`config.mk`:
```
export PLATFORM = sky130hd
export DESIGN_NAME = freelist
export DESIGN_NICKNAME = d
export VERILOG_FILES = /design/src/rtl/freelist_pkg.sv /design/src/rtl/freelist.sv
export SDC_FILE = /design/constraint.sdc
export NUM_CORES = 1
export LEC_CHECK = 0
export ABC_AREA = 1
export BUFFER_PORTS_ARGS = -buffer_cell sky130_fd_sc_hd__buf_2
export CAP_MARGIN = 25
export CORE_ASPECT_RATIO = 0.8
export CORE_MARGIN = 2
export CORE_UTILIZATION = 58
export DETAILED_ROUTE_END_ITERATION = 6
export PLACE_DENSITY_LB_ADDON = 0.25
export SYNTH_ARGS = -nofsm -noshare
export SYNTH_HDL_FRONTEND = slang
export SYNTH_SLANG_ARGS = --single-unit
```
`constraint.sdc`:
```
create_clock -name clock -period 2.4 [get_ports clock]
set_input_delay 0.48 -clock clock [delete_from_list [all_inputs] [get_ports clock]]
set_output_delay 0.48 -clock clock [all_outputs]
set_load 0.01 [all_outputs]
```
`src/rtl/freelist_pkg.sv`:
```
// Shared constants and types for the physical-register free list.
// Tag, index and pointer widths all derive from the register counts.
package freelist_pkg;

  localparam int PREG_NUM = 64;
  localparam int LREG_NUM = 32;
  localparam int FL_DEPTH = PREG_NUM - LREG_NUM;

  localparam int PREG_W = $clog2(PREG_NUM);
  localparam int IDX_W  = $clog2(FL_DEPTH);
  // The extra top bit is the wrap bit: equal index with differing wrap means full.
  localparam int PTR_W  = IDX_W + 1;
  localparam int CNT_W  = IDX_W + 1;

  typedef logic [PREG_W-1:0] preg_t;
  typedef logic [PTR_W-1:0]  ptr_t;
  typedef logic [IDX_W-1:0]  idx_t;

endpackage

```
`src/rtl/freelist.sv`:
```
// Circular free list of physical register tags. Rename pops at the speculative head,
// commit pushes released tags at the tail, and a flush rewinds to the architectural head.
module freelist
  import freelist_pkg::*;
(
  input  logic              clock,
  input  logic              reset_n,
  input  logic              instr0_freelist_req,
  output logic [PREG_W-1:0] instr0_freelist_resp,
  input  logic              instr1_freelist_req,
  output logic [PREG_W-1:0] instr1_freelist_resp,
  output logic              freelist_ready,
  output logic [CNT_W-1:0]  freelist_count,
  input  logic              commit0_free_valid,
  input  logic [PREG_W-1:0] commit0_free_preg,
  input  logic              commit1_free_valid,
  input  logic [PREG_W-1:0] commit1_free_preg,
  input  logic              commit0_alloc_valid,
  input  logic              commit1_alloc_valid,
  input  logic              flush_valid
);

  preg_t fl_mem_q [FL_DEPTH];
  preg_t fl_mem_d [FL_DEPTH];
  ptr_t  spec_head_q, spec_head_d;
  ptr_t  arch_head_q, arch_head_d;
  ptr_t  tail_q, tail_d;

  logic [1:0] n_pop, n_free, n_commit;
  ptr_t       spec_head_p1, tail_p1;

  function automatic ptr_t ptr_add(input ptr_t p, input logic [1:0] n);
    return p + ptr_t'(n);
  endfunction

  function automatic idx_t ptr_idx(input ptr_t p);
    return p[IDX_W-1:0];
  endfunction

  assign n_pop    = {1'b0, instr0_freelist_req} + {1'b0, instr1_freelist_req};
  assign n_free   = {1'b0, commit0_free_valid}  + {1'b0, commit1_free_valid};
  assign n_commit = {1'b0, commit0_alloc_valid} + {1'b0, commit1_alloc_valid};

  assign spec_head_p1 = ptr_add(spec_head_q, 2'd1);
  assign tail_p1      = ptr_add(tail_q, 2'd1);

  // Slot 1 takes the next tag only when slot 0 is also consuming one.
  assign instr0_freelist_resp = fl_mem_q[ptr_idx(spec_head_q)];
  assign instr1_freelist_resp = instr0_freelist_req ? fl_mem_q[ptr_idx(spec_head_p1)]
                                                    : fl_mem_q[ptr_idx(spec_head_q)];

  assign freelist_count = tail_q - spec_head_q;
  assign freelist_ready = (freelist_count >= CNT_W'(2));

  always_comb begin
    arch_head_d = ptr_add(arch_head_q, n_commit);
    tail_d      = ptr_add(tail_q, n_free);
    // Flush target includes this cycle's commits; pops in the flush cycle are dropped.
    spec_head_d = flush_valid ? arch_head_d : ptr_add(spec_head_q, n_pop);

    fl_mem_d = fl_mem_q;
    if (commit0_free_valid)
      fl_mem_d[ptr_idx(tail_q)] = commit0_free_preg;
    if (commit1_free_valid)
      fl_mem_d[ptr_idx(commit0_free_valid ? tail_p1 : tail_q)] = commit1_free_preg;
  end

  always_ff @(posedge clock or negedge reset_n) begin
    if (!reset_n) begin
      for (int i = 0; i < FL_DEPTH; i++)
        fl_mem_q[i] <= preg_t'(LREG_NUM + i);
      spec_head_q <= '0;
      arch_head_q <= '0;
      tail_q      <= ptr_t'(FL_DEPTH);
    end else begin
      fl_mem_q    <= fl_mem_d;
      spec_head_q <= spec_head_d;
      arch_head_q <= arch_head_d;
      tail_q      <= tail_d;
    end
  end

endmodule
```
==> metrics.txt <==
status complete, but fails checks; violated checks DRC, setup timing; post-synthesis compound-gate area fraction 0.114; ys flop type dfstp_2; max incr delay on CP roughly 0.54 ns; TritonCTS Buffers 25; Pwr Total roughly 31 mW; Unique masters post-synth 32; TritonRoute pass-1 iters 7; combinational fraction of design power 0.649; area leader, netlist nand2_1; Worst Setup Path Type flop to output pin; number of flops mapped to enable cells by yosys 0; Worst VDD drop 1.23 mV; Area Overhead vs Synth 20.6%; NetSw 15.3 mW; largest family of logic cells by synthesized area simple AND/OR/NAND/NOR gates; CTS tree yes; worst hold-check path type primary input to flop; post-synth top area share 0.250; nets@finish approximately 2,500; initial antenna violation count 1; adder-cell share of the synthesized area 0.0166; internal power 15.9 mW; Slew Limit Fails 0; Crit. End Element output pin; synthesized area per cell roughly 6.3 um^2; Die H 150 um; Critical Path Slowest Stage Cell dfrtp_4; Synth Register Bits 210; ranking of synthesized cells by area nand2_1, dfstp_2, dfrtp_1, nand3_1, o21ai_0; Die Span X 186 um; vias per cell 6.08; Clock H-tree levels 1; sequential share of power 0.228; CP Launch Type flop; first-pass GRT wire length ~90 mm; vias about 17,000; part of the Yosys area used for sequential elements 0.351; Final WS setup -0.552 ns; I/O pins 40; clk_skew 0.0180 ns; RSZ-0062 raised after global routing true; min Tclk post-route between 2 and 3 ns; Fin. Hold Viols 0; ys async rst share 1.00; GRT overflow 0; Post-Synth XOR/XNOR Area 0.0115; YS warnings 0; mux cell area share after synthesis 0; aggregate routed wire length approximately 60 mm; Netlist Area Pre-Place ~15,000 um^2; Synth Area in Simple Gates 0.413; final routed DRC violation total 1; num rows 53; largest net degree at the start of global routing 65; Syn Nets about 2,500; Final ANT Viol Nets 0; period utilization 1.23; max cap viols 0; Sw Share 0.490; most frequent cell after synthesis nand2_1; Port Buffer Count 39; cell area power density about 1700 nW/um^2; part of the power in the clock network 0.123; f_max between 300 and 400 MHz; crit-path cells buf_6 > inv_12 > bufbuf_16 > nand2_1 > nand3_1 > o21ai_0 > a21oi_2 > nand2_1 > nand3_1 > nand2_2 > buf_6; WP data arrival approximately 2.5 ns; clk_lat worst skew about 0.54 ns; DRT iter0 DRCs between 2,000 and 2,500; share of cells above drive strength 1 0.185; cells after synthesis around 2,500; hold slack final approximately 0.24 ns; Clock Path Buffers 3; max_slew headroom 0.581; vias in the first global route between 15,000 and 20,000; clock transition at the registers of the reported paths 0.06 ns; Worst Path Required 1.92 ns; actual slew at the worst max-slew pin around 0.63 ns; Final GP Congestion between 0.9 and 1; setup violation total in the final timing report 18; clock root buffer clkbuf_16; CTS sink count 210; Final HPWL DP between 30 and 40 mm; Leak around 9.0 nW; core footprint between 20,000 and 30,000 um^2; wire per inst 21.0 um; Initial Util 0.587; GRT Total Usage 0.427; CP max FO 9; die area about 28,000 um^2; synth cell count leaders nand2_1, nand3_1, o21ai_0, inv_1, clkbuf_1
## area by class of cell
cell class | instances | area (um^2)
Fill cell | 2187 | 7640
Clock buffer | 35 | 733
Tap cell | 357 | 447
Antenna cell | 1 | 2.50
Clock inverter | 10 | 85.1
Inverter | 176 | 689
Timing Repair Buffer | 191 | 2250
Multi-Input combinational cell | 1887 | 8940
Sequential cell | 210 | 5400
## per-layer routing
metal | global-route usage | wire (um) | vias up | share of wire
met3 | 0.122 | 8690 | 248 | 0.14
met1 | 0.590 | 23200 | 7970 | 0.39
met2 | 0.625 | 25100 | 1235 | 0.42
li1 | - | - | 7985 | -
met5 | 0 | 0 | - | 0
met4 | 0.178 | 3130 | 0 | 0.052
## path summary, 6_finish.rpt
check / from / slack [ns] / depth (start not counted) / end
max in group asynchronous: reset_n / 1.08 / 3 / fl_mem_q[28]
setup / recovery: spec_head_q[0] / -0.55 / 11 / instr1_freelist_resp[2]
hold / removal: flush_valid / 0.24 / 2 / spec_head_q[3]
min in group asynchronous: reset_n / 0.51 / 2 / arch_head_q[0]
hold reg to reg: arch_head_q[5] / 0.49 / 1 / arch_head_q[5]
setup reg to reg: tail_q[3] / 0.10 / 10 / fl_mem_q[180]
## worst max-delay path: cells and delay by family, from the launching register on
kind,cells,cell delay [ns]
AO/OA/AOI/OAI,2,0.34
buffers and inverters,4,0.68
flip-flops,1,0.54
AND/OR/NAND/NOR,5,0.37
## cell usage in the layout, fill, tap and decap left out, types with 9 or more instances in the layout
cell type	instances
buf_4	87
dfrtp_1	94
buf_16	14
ha_1	10
nand2_1	994
buf_2	37
nor2_1	39
nand2_2	29
a21oi_2	11
clkbuf_16	29
o211ai_1	31
o21ai_0	231
a21oi_1	20
o21ai_1	29
buf_6	9
dfstp_2	113
nand3_2	20
inv_1	166
nand3_1	408
buf_12	35
## power by group through the flow
stage          Combinational (mW)  Sequential [mW]  Clock [mW]
6_report                     20.3             7.11        3.84
5_1_grt                      21.9             7.27        3.99
4_1_cts                      19.0             7.03        3.85
3_5_place_dp                 17.0             7.04           0
3_3_place_gp                 16.7             6.98           0
2_1_floorplan                11.1             6.59           0
## registers in the layout, indices dropped and copies added (netlist names)
register	flops
arch_head_q	6
fl_mem_q	192
spec_head_q	6
tail_q	6
## logic make-up (layout without fill, tap and decap cells)
group | count (synthesis) | after routing
simple gates | 1518 | 1518
other cells | 0 | 1
buf+inv | 362 | 412
fa+ha+maj | 18 | 18
xor+xnor | 18 | 18
flops | 210 | 210
compound gates | 333 | 333
## what timing repair did
item | 4_1_cts | 5_1_grt
endpoints found under the hold margin | 16 | 0
pin swaps | 40 | 11
hold buffers | 1 | 0
buffers inserted | 6 | 4
setup endpoints to repair | 71 | 98
resized for setup | 116 | 56
cloned | 13 | 3
## stage by stage
stage / util / std cells / TNS (ns) / instance area, um^2 / worst slack (ns)
floorplan: - / 2459 / 0 / 15400 / 0.0464
global placement: 0.637 / 2794 / -0.548 / 16700 / -0.138
detailed placement: 0.637 / 2794 / -2.05 / 16700 / -0.142
CTS: 0.698 / 2859 / -6.81 / 18300 / -0.484
global route: 0.708 / 2867 / -8.70 / 18600 / -0.595
finish: 0.708 / 2867 / -7.68 / 18600 / -0.552
Power figures use the tool's default switching activity.
